## src/rtl/debounced_input_ctrl.sv

```systemverilog
// Purpose : memory-mapped input page; syncs/debounces 10 switches + 3 active-low buttons,
//           tracks last-pressed button, sticky press flags and per-button 8-bit press counts.
// Latency : reads return one cycle after read_enable; pin change visible in stable state
//           DEBOUNCE_CYCLES+2 edges after first sample.
// Backpressure: none; CPU strobes are accepted every cycle.
// Ports   : clock, reset (sync, active-high); addr/read_enable/write_enable/datain = CPU
//           side; io_in = raw pins ([12:10] buttons, [9:0] switches); dataout = registered
//           read data; irq = any sticky press flag set.
module debounced_input_ctrl #(
  parameter int DEBOUNCE_CYCLES = 16,
  parameter int CNT_W           = 16
) (
  input  logic        clock,
  input  logic        reset,
  input  logic [4:0]  addr,
  input  logic        read_enable,
  input  logic        write_enable,
  input  logic [31:0] datain,
  input  logic [12:0] io_in,
  output logic [31:0] dataout,
  output logic        irq
);

  // Buttons idle high (released), switches idle low.
  localparam logic [12:0]      IO_RST   = 13'h1C00;
  localparam logic [CNT_W-1:0] CNT_LAST = CNT_W'(DEBOUNCE_CYCLES - 1);

  logic [12:0]      sync_q1;
  logic [12:0]      sync_q2;
  logic [12:0]      stable;
  logic [CNT_W-1:0] db_cnt [13];
  logic [12:0]      flip;

  logic [1:0]       operator;
  logic [1:0]       operator_next;
  logic [2:0]       flags;
  logic [2:0]       flags_next;
  logic [2:0]       press;
  logic [2:0]       flag_clr;
  logic [2:0]       cnt_clr;
  logic [7:0]       press_cnt [3];
  logic [31:0]      rd_data;

  // A bit flips on the edge where its mismatch run reaches DEBOUNCE_CYCLES.
  always_comb begin
    for (int i = 0; i < 13; i++) begin
      flip[i] = (sync_q2[i] != stable[i]) && (db_cnt[i] == CNT_LAST);
    end
  end

  always_ff @(posedge clock) begin
    if (reset) begin
      sync_q1 <= IO_RST;
      sync_q2 <= IO_RST;
      stable  <= IO_RST;
      for (int i = 0; i < 13; i++) begin
        db_cnt[i] <= '0;
      end
    end else begin
      sync_q1 <= io_in;
      sync_q2 <= sync_q1;
      stable  <= stable ^ flip;
      for (int i = 0; i < 13; i++) begin
        if (sync_q2[i] == stable[i] || flip[i]) begin
          db_cnt[i] <= '0;
        end else begin
          db_cnt[i] <= db_cnt[i] + CNT_W'(1);
        end
      end
    end
  end

  // Press event fires on the same edge the stable button bit falls 1->0, so the
  // flag/counter/operator update lands together with the debounced value.
  assign press = stable[12:10] & flip[12:10];

  always_comb begin
    operator_next = operator;
    if (press[0]) begin
      operator_next = 2'd0;
    end else if (press[1]) begin
      operator_next = 2'd1;
    end else if (press[2]) begin
      operator_next = 2'd2;
    end
  end

  always_comb begin
    flag_clr = 3'b000;
    cnt_clr  = 3'b000;
    if (read_enable && addr == 5'd3) begin
      flag_clr = 3'b111;
    end
    if (write_enable && addr == 5'd3) begin
      flag_clr = flag_clr | datain[2:0];
    end
    if (write_enable && addr == 5'd4) begin
      cnt_clr = datain[2:0];
    end
    // Set wins over a same-cycle clear.
    flags_next = (flags & ~flag_clr) | press;
  end

  // Read mux sees pre-update register values, so read-to-clear returns the old flags.
  always_comb begin
    rd_data = 32'h0;
    case (addr)
      5'd0:    rd_data = {27'b0, stable[4:0]};
      5'd1:    rd_data = {27'b0, stable[9:5]};
      5'd2:    rd_data = {30'b0, operator};
      5'd3:    rd_data = {29'b0, flags};
      5'd4:    rd_data = {8'b0, press_cnt[2], press_cnt[1], press_cnt[0]};
      5'd5:    rd_data = {29'b0, ~stable[12:10]};
      default: rd_data = 32'h0;
    endcase
  end

  always_ff @(posedge clock) begin
    if (reset) begin
      operator <= 2'b00;
      flags    <= 3'b000;
      dataout  <= 32'h0;
      for (int j = 0; j < 3; j++) begin
        press_cnt[j] <= 8'h00;
      end
    end else begin
      operator <= operator_next;
      flags    <= flags_next;
      if (read_enable) begin
        dataout <= rd_data;
      end
      for (int j = 0; j < 3; j++) begin
        // Clear plus increment in one cycle leaves a count of 1.
        if (cnt_clr[j]) begin
          press_cnt[j] <= {7'b0, press[j]};
        end else begin
          press_cnt[j] <= press_cnt[j] + {7'b0, press[j]};
        end
      end
    end
  end

  assign irq = |flags;

endmodule

```

## config.mk

```make
export PLATFORM = sky130hd
export DESIGN_NAME = debounced_input_ctrl
export DESIGN_NICKNAME = d
export VERILOG_FILES = /design/src/rtl/debounced_input_ctrl.sv
export SDC_FILE = /design/constraint.sdc
export NUM_CORES = 1
export LEC_CHECK = 0
export ABC_AREA = 1
export CAP_MARGIN = 20
export CORE_MARGIN = 2
export CORE_UTILIZATION = 30
export DETAILED_ROUTE_END_ITERATION = 8
export PLACE_DENSITY = 0.44
export SLEW_MARGIN = 25
export SYNTH_ARGS = -nofsm -noshare
export SYNTH_HDL_FRONTEND = slang
export SYNTH_SLANG_ARGS = --single-unit
export TNS_END_PERCENT = 30
```

## constraint.sdc

```tcl
create_clock -name clock -period 2.95 [get_ports clock]
set_input_delay 0.7375 -clock clock [delete_from_list [all_inputs] [get_ports clock]]
set_output_delay 0.7375 -clock clock [all_outputs]
set_load 0.02 [all_outputs]
```

After elaboration in Yosys (flattened, before gate mapping)
Memory sizes are Yosys's and may differ from the RTL's.
Cells that the tools add are included.
- add/sub/neg operators: 16
- multipliers: 0
- divide/modulo/power cells: 0
- order comparisons: 0
- equality and inequality tests: 44
- shifts and indexed selects: 0
- multiplexer cells: 136
- bitwise operators: 39
- reduce and logical (&&, ||, !) cells: 34
- operators with widths (cell ; count):
    $mux 16 ; 26
    $add 16x1->16 const B ; 13
    $eq 16x4->1 const B ; 13
    $pmux 24 s6 ; 1
    $mux 1 ; 100
    $mux 8 ; 6
    $or 1x1->1 ; 32
    $add 8x1->8 ; 3
    $logic_and 1x1->1 ; 16
    $eq 1x1->1 ; 13
    $logic_or 1x1->1 ; 13
    $ne 1x1->1 ; 13
    $xor 13x13->13 ; 1
    $eq 5x2->1 const B ; 2
    $eq 5x3->1 const B ; 2
    $mux 3 ; 3
    $and 3x3->3 ; 2
    $not 3->3 ; 2
    $or 3x3->3 ; 2
    $reduce_or 3->1 ; 2
    $eq 5x1->1 const B ; 1
    $logic_not 5->1 ; 1
    $reduce_bool 2->1 ; 1
    $reduce_or 2->1 ; 1
- bits in registers: 76
- bits in latches: 0
- bits in writable memories: 232
- memory bits (read-only): 0
- input port bits: 54
- output and inout bits: 33
- word-level logic and storage cells: 278
- memories kept: 2
- memories (name ; depth ; width ; read ports ; clocked after memory_dff ; write ports ; line ; source):
    db_cnt ; 13 ; 16 ; 13 ; 0 ; 13 ; 31 ; logic [CNT_W-1:0] db_cnt [13];
    press_cnt ; 3 ; 8 ; 3 ; 0 ; 3 ; 41 ; logic [7:0] press_cnt [3];

Longest topological paths before layout
Gate-level depths: netlist of run 1.
An unclocked memory read counts as a cell.
- depth after elaboration: 9
- gate-level depth with buffers: 16
- depth with buffers taken out: 16

Worst setup path before layout of run 1
No wires, ideal clock.
- kind: flip-flop to flip-flop
- from: mem db_cnt[10][0], in the netlist db_cnt[1][32]
- to: mem press_cnt[0][6] (data pin)
- library setup time: 0.255 ns
- arrival time: 2.015 ns
- data required time: 2.695 ns
- setup slack: 0.680 ns
- cell stages (with the launch flop): 17
- path buffers: 0
- period minus slack after synthesis: 2.270 ns
- cell sequence: edfxtp_1 -> ha_1 -> nand2_1 -> inv_2 -> nand2_1 -> inv_2 -> nand2_1 -> nor4_1 -> ha_1 -> ha_1 -> nand2_1 -> inv_1 -> nand2_1 -> nor2_1 -> nand2_1 -> xor2_1 -> nor2_1
- RTL lines (what ; line):
    from (decl) ; 31
    to (decl) ; 41

==> flow_summary.toml, run 1 <==
[status]
run_status = "finished clean"

[clocking]
htreeDepth = 2
post_cts_resized = 0
cts_root_buffer = "clkbuf_16"
cts_inserted_buffers = 40
clk_transition_reported_paths_ns = 0.06
clock_latency_ns = 0.54
cts.hold.buffers_added = 0
clock-sinks = 300
number_of_post_cts_setup_repair_buffers = 0
cts_tree = "done"
clock_tree.buffer_depth = 3

[layout]
area_growth_pct = 21.2
finalCoreUtilization = 0.368
final-instance-count-excl-fill = 2948
num-fill-cells = 5588
antenna_cells = 0
layout.nets = 2295
layout-drive-gt1-share = 0.0946

[synthesis]
synth.top_cells.by_count = "nand2_1 (349), inv_1 (253), nor2_1 (253)"
synth_top_area_frac = 0.426
synth_sequential_area_ratio = 0.509
asyncSetResetFlopFracSynth = 0
synthAdderAreaFrac = 0.0145
synthSimpleGateAreaFrac = 0.295
dominantRegCellSynth = "edfxtp_1"
mappedNetlistArea_um2 = 16400
synth.mux.area_fraction = 0
ys.warnings.count = 0
share_of_the_synthesized_area_in_compound_gates_ao_oa_aoi_oai = 0.0646
synth.avg_cell_area_um2 = 8.49
cell_with_the_most_instances_after_synthesis = "nand2_1"
synth-xor-area-share = 0.0337
synth_top_family_by_area = "simple AND/OR/NAND/NOR gates"
post_synth_edffs = 232
post_synth_num_cell_types = 43
synth.area.top_cells = "edfxtp_1 (43%), dfxtp_1 (8.3%), nand2_1 (8.0%)"
yosys_register_bits = 300
synth_area_leader = "edfxtp_1"
synthCells = 1927

[timing]
grt_setup_unrepaired = "false"
final.min_clock_period_ns = 2.66
setup_viol = 0
maxSlewViolCount = 0
fin_worst_skew_ns = 0.0121
max_slew_margin_vs_limit = 0.484
period_share = 0.900
hold_violations = 0
hold_ws_ns = 0.396
setup-tns-final_ns = 0
timing_worst_slew_pin_value_ns = 0.772
max_clock_freq_mhz = 377

[power_and_ir_drop]
power.share.switching = 0.226
portion_of_total_power_attributed_to_combinational_logic = 0.053
vdd.ir_drop.worst_uv = 363
p_leak_nw = 8.09
power_switching_mw = 2.39
seqPwrFrac = 0.461
internal_power_mw = 8.19
power.density_cell_area_nw_per_um2 = 533
clock_power_share = 0.487

[critical_path]
critical_path_cell_by_cell = "ha_1 -> nand2_1 -> inv_2 -> nand2_1 -> inv_2 -> nand2_1 -> nor4_2 -> ha_1 -> ha_1 -> nand2_1 -> inv_1 -> nand2_1 -> nor2_1 -> nand2_1 -> xor2_1 -> nor2_1"
max_stage_delay_ns = 0.37
critPathSlowestCell = "edfxtp_1"
critical_path.n_buffers_inverters = 3
cp.arrival_ns = 2.94
timing.critical_path.max_delay_family = "simple AND/OR/NAND/NOR gates"
cp-startpoint = "db_cnt[1][32]$_SDFFCE_PP0P_"
launching_element_type_of_the_critical_path = "flop"
critical_path_class = "reg2reg"
crit_required_ns = 3.23
endpoint_kind = "flop"
crit-reg2reg-launch = "db_cnt[1][32]$_SDFFCE_PP0P_"
critical_path_peak_fanout = 4
timing.critical_path.mode_cell = "nand2_1"

[die]
total_die_area_um2 = 56400
initial_core_util = 0.304
die_h_um = 238
die_width_um = 238
placeableCoreArea_um2 = 53900
rows = 85
num_io_pins = 87

[detailed_routing]
drt_first_iter_violations = 745
totalWireLength_mm = 35.2
final_ant_viol_nets = 0
detailedRoute.firstPassIterationCount = 7
drcViolationCount = 0
dr_total_vias = 12800
post_drt_wl_per_cell_um = 11.9
detail_route.vias_per_cell = 4.35

[global_routing]
globalRouteOverflowTotal = 0
groute.usage.overall = 0.127
initial_antenna_violation_count = 0
wire_length_of_the_first_global_routing_pass_mm = 58.7
largest_net_degree_at_the_start_of_global_routing = 46
grt_pass1_vias = 12000

[place]
port-buffer-count = 49
placed_cells_incl_taps = 2876
place.detailed.hpwl_mm = 25.5
place_congestion = 0.820

[worst_hold_path]
min_path_type = "reg2reg"
worst_hold_startpoint = "sync_q1[2]$_SDFF_PP0_"

[job]
maxCapViolations = 0
power by group through the flow:
| stage | clock, mW | combinational [mW] | sequential [mW] |
|---|---|---|---|
| 4_1_cts | 5.37 | 0.555 | 4.87 |
| 6_report | 5.15 | 0.556 | 4.87 |
| 2_1_floorplan | 0 | 0.404 | 4.93 |
| 3_5_place_dp | 0 | 0.552 | 4.96 |
| 5_1_grt | 5.50 | 0.644 | 4.90 |
| 3_3_place_gp | 0 | 0.549 | 4.96 |
worst min-delay path: cells and delay by family (launching register included):
family | cells | cell delay, ns
flip-flops | 1 | 0.29
AND/OR/NAND/NOR | 1 | 0.03
buffers and inverters | 1 | 0.04
state kept, by name, summed over array words and instances, names as in the netlist, named ones only:
register	count
dataout	24
db_cnt	208
flags	3
operator	2
press_cnt	24
sync_q1	13
sync_q2	13
cell usage in the layout, fill, tap and decap left out, types with 54 or more instances in the layout:
cell type	Yosys	routed
a21oi_1	113	113
conb_1	2	240
dfxtp_1	68	68
edfxtp_1	232	232
inv_1	253	253
nand2_1	349	349
nand3_1	128	128
nand4_1	65	65
nor2_1	253	253
nor3_1	86	86
xor2_1	54	54
path summary, 6_finish.rpt:
path                                    to  slack [ns]  cells after the start
max reg2reg  press_cnt[0][6]$_SDFFCE_PN0P_        0.29                     16
min reg2reg          sync_q2[2]$_SDFF_PP0_        0.40                      2
max          press_cnt[0][6]$_SDFFCE_PN0P_        0.29                     16
min                  sync_q2[2]$_SDFF_PP0_        0.40                      2
stage by stage:
stage | worst slack (ns) | area (um^2) | power, mW
after detailed placement | 0.160 | 18400 | 5.51
after CTS | 0.158 | 19800 | 10.8
after global routing | 0.0555 | 19800 | 11.0
after global placement | 0.202 | 18400 | 5.51
after floorplan | 0.680 | 17300 | 5.33
final | 0.294 | 19800 | 10.6
routing by layer:
layer / up-vias / share of wire / GRT usage
met1: 5835 / 0.52 / 0.179
li1: 6781 / - / -
met5: - / 0 / 0
met2: 148 / 0.41 / 0.193
met3: 50 / 0.037 / 0.0222
met4: 0 / 0.028 / 0.0471
cell type report:
class | count | area (um^2) | area share
repair buffers | 52 | 520 | 0.0262
well taps | 696 | 871 | 0.0439
clock buffers | 60 | 1250 | 0.0631
flip-flops and latches | 300 | 8330 | 0.420
multi-input cells | 1534 | 7580 | 0.382
clock inverters | 12 | 170 | 0.00858
inverters | 294 | 1110 | 0.0560
cell families (layout without fill, tap and decap cells):
family	count (synthesis)	after routing
compound gates	196	196
xor+xnor	63	63
fa+ha+maj	19	19
buf+inv	331	418
flops	300	300
other cells	2	240
simple gates	1016	1016
Power figures use the tool's default switching activity.
==> run 2: changes to the inputs <==
--- a/config.mk
+++ b/config.mk
@@ -5,7 +5,6 @@
 export SDC_FILE = /design/constraint.sdc
 export NUM_CORES = 1
 export LEC_CHECK = 0
-export ABC_AREA = 1
 export CAP_MARGIN = 20
 export CORE_MARGIN = 2
 export CORE_UTILIZATION = 30
==> run 2 against run 1 <==
  * Worst hold slack improved by 0.011 ns
  * Total power is 6.6% lower
  * Via count is 16% lower
  * Critical endpoint unchanged
  * Clock skew rose by 0.0014 ns
  * Sequential power is essentially flat
==> flow_summary.toml, run 2 <==
[place]
place_congestion = 0.779
placed_cells_incl_taps = 2370
place.detailed.hpwl_mm = 22.2
placedInstanceArea_um2 = 17200
port-buffer-count = 49

[die]
rows = 81
total_die_area_um2 = 51800
placeableCoreArea_um2 = 49200
die_width_um = 228
num_io_pins = 87
initial_core_util = 0.305
die_h_um = 228

[synthesis]
asyncSetResetFlopFracSynth = 0
mappedNetlistArea_um2 = 15000
synth_top_area_frac = 0.464
ys.warnings.count = 0
post_synth_num_cell_types = 47
yosys_register_bits = 300
cell_with_the_most_instances_after_synthesis = "nor2_1"
post_synth_edffs = 232
synthCells = 1443
synth.top_cells.by_count = "nor2_1 (235), edfxtp_1 (232), xnor2_1 (139)"
synth.avg_cell_area_um2 = 10.4
synth.area.top_cells = "edfxtp_1 (46%), dfxtp_1 (9.1%), xnor2_1 (8.1%)"
dominantRegCellSynth = "edfxtp_1"
synth_sequential_area_ratio = 0.555
synth_area_leader = "edfxtp_1"

[timing]
hold_violations = 0
fin_worst_skew_ns = 0.0135
grt_setup_unrepaired = "false"
max_slew_margin_vs_limit = 0.542
maxSlewViolCount = 0
max_clock_freq_mhz = 369
setup_viol = 0
final.min_clock_period_ns = 2.71
period_share = 0.918
timing_worst_slew_pin_value_ns = 0.669
setup-tns-final_ns = 0

[job]
maxCapViolations = 0

[layout]
largest_registers = "db_cnt (208), dataout (24), press_cnt (24)"
post_layout_inst_area_um2 = 18400
regMostFlops = "db_cnt"
layout-drive-gt1-share = 0.0574
most-common-layout-cells = "conb_1 (240), nor2_1 (235), edfxtp_1 (232), xnor2_1 (139), nand3_1 (97)"
most_common_library_cell_in_the_layout_ignoring_fill_and_taps = "conb_1"
area_growth_pct = 22.7
final-instance-count-excl-fill = 2440
finalCoreUtilization = 0.374
antenna_cells = 0
largest_reg_flops = 208
layout.nets = 1819

[critical_path]
max_stage_delay_ns = 0.41
crit_required_ns = 3.24
cp.arrival_ns = 3.00
critical_path_class = "reg2reg"
launching_element_type_of_the_critical_path = "flop"
critPathSlowestCell = "edfxtp_1"
critical_path_cell_by_cell = "ha_1 -> and3_1 -> nand4_1 -> or2_2 -> inv_1 -> ha_1 -> ha_1 -> and3_1 -> nand3_1 -> xor2_1 -> nor2_1"
endpoint_kind = "flop"
critical_path_peak_fanout = 5
timing.critical_path.mode_cell = "ha_1"

[detailed_routing]
detailedRoute.firstPassIterationCount = 4
detail_route.vias_per_cell = 4.43
final_ant_viol_nets = 0
dr_total_vias = 10800
drcViolationCount = 0
drt_first_iter_violations = 568
post_drt_wl_per_cell_um = 13.0
totalWireLength_mm = 31.6

[power_and_ir_drop]
totalPowerFinal_mw = 9.88
power.density_cell_area_nw_per_um2 = 537
portion_of_total_power_attributed_to_combinational_logic = 0.044
power_switching_mw = 2.24
p_leak_nw = 6.39
power.share.switching = 0.227
seqPwrFrac = 0.495
internal_power_mw = 7.63
clock_power_share = 0.461
vdd.ir_drop.worst_uv = 304

[clocking]
cts_inserted_buffers = 38
cts.hold.buffers_added = 0
clock_tree.buffer_depth = 3
cts_tree = "done"
cts_root_buffer = "clkbuf_16"
clock-sinks = 300
clock_latency_ns = 0.55
clk_transition_reported_paths_ns = 0.06
number_of_post_cts_setup_repair_buffers = 0
post_cts_resized = 0
htreeDepth = 2

[global_routing]
initial_antenna_violation_count = 0
groute.usage.overall = 0.126
grt_pass1_vias = 10400
largest_net_degree_at_the_start_of_global_routing = 45
globalRouteOverflowTotal = 0
wire_length_of_the_first_global_routing_pass_mm = 52.6

[worst_hold_path]
min_path_type = "reg2reg"

[status]
run_status = "finished clean"
run 2: cell type report:
class / instances / area [um^2]
Fill cell: 4981 / 30700
Sequential cell: 300 / 8330
Multi-Input combinational cell: 1289 / 7170
Clock buffer: 57 / 1130
Tap cell: 664 / 831
Timing Repair Buffer: 74 / 688
Inverter: 43 / 161
Clock inverter: 13 / 95.1
run 2: logic make-up after synthesis:
kind of cell	after synthesis	share of synthesized area
and+or+nand+nor	720	0.238
DFF	300	0.555
xor gates and xnor gates	195	0.114
AOI/OAI and AO/OA	100	0.0405
buffers and inverters	92	0.0261
adders and majority gates	19	0.0158
muxes	15	0.0100
other	2	0.000501
run 2: power groups by stage:
| stage | clock network [mW] | logic, mW | registers, mW |
|---|---|---|---|
| floorplan | 0 | 0.328 | 4.93 |
| global placement | 0 | 0.433 | 4.97 |
| detailed placement | 0 | 0.432 | 4.98 |
| CTS | 4.75 | 0.436 | 4.89 |
| global route | 4.91 | 0.503 | 4.92 |
| finish | 4.55 | 0.436 | 4.89 |
run 2: per-layer routing:
| layer | routed length [um] | GRT usage |
|---|---|---|
| met5 | 0 | 0 |
| met4 | 708 | 0.0417 |
| met3 | 1080 | 0.0230 |
| met2 | 14000 | 0.197 |
| met1 | 15900 | 0.175 |
run 2: worst max-delay path: cells and delay by family, from the launching register on:
family                   cells  cell delay, ns
XOR/XNOR                     1            0.13
buffers and inverters        1            0.11
adder cells (fa/ha/maj)      3            0.59
AND/OR/NAND/NOR              6            1.20
flip-flops                   1            0.41
run 2: path summary, 6_finish.rpt:
| kind | end | cells after the start | slack, ns | from |
|---|---|---|---|---|
| setup / recovery | press_cnt[0][6]$_SDFFCE_PN0P_ | 11 | 0.24 | db_cnt[1][32]$_SDFFCE_PP0P_ |
| hold / removal | sync_q2[10]$_SDFF_PP1_ | 1 | 0.41 | sync_q1[10]$_SDFF_PP1_ |
| setup reg to reg | press_cnt[0][6]$_SDFFCE_PN0P_ | 11 | 0.24 | db_cnt[1][32]$_SDFFCE_PP0P_ |
| hold reg to reg | sync_q2[10]$_SDFF_PP1_ | 1 | 0.41 | sync_q1[10]$_SDFF_PP1_ |
run 2: per-stage QoR:
step / setup WS (ns) / hold WS, ns
global route: 0.0173 / 0.439
finish: 0.242 / 0.407
detailed placement: -0.0611 / 0.399
floorplan: 0.393 / 0.389
CTS: 0.225 / 0.412
global placement: -0.0480 / 0.401
==> run 3: changes to the inputs <==
--- a/config.mk
+++ b/config.mk
@@ -14,4 +14,4 @@
 export SYNTH_ARGS = -nofsm -noshare
 export SYNTH_HDL_FRONTEND = slang
 export SYNTH_SLANG_ARGS = --single-unit
-export TNS_END_PERCENT = 30
+export TNS_END_PERCENT = 10
==> results of run 3 <==
Same layout as run 2: the final DEF is identical, and so are final timing and power.
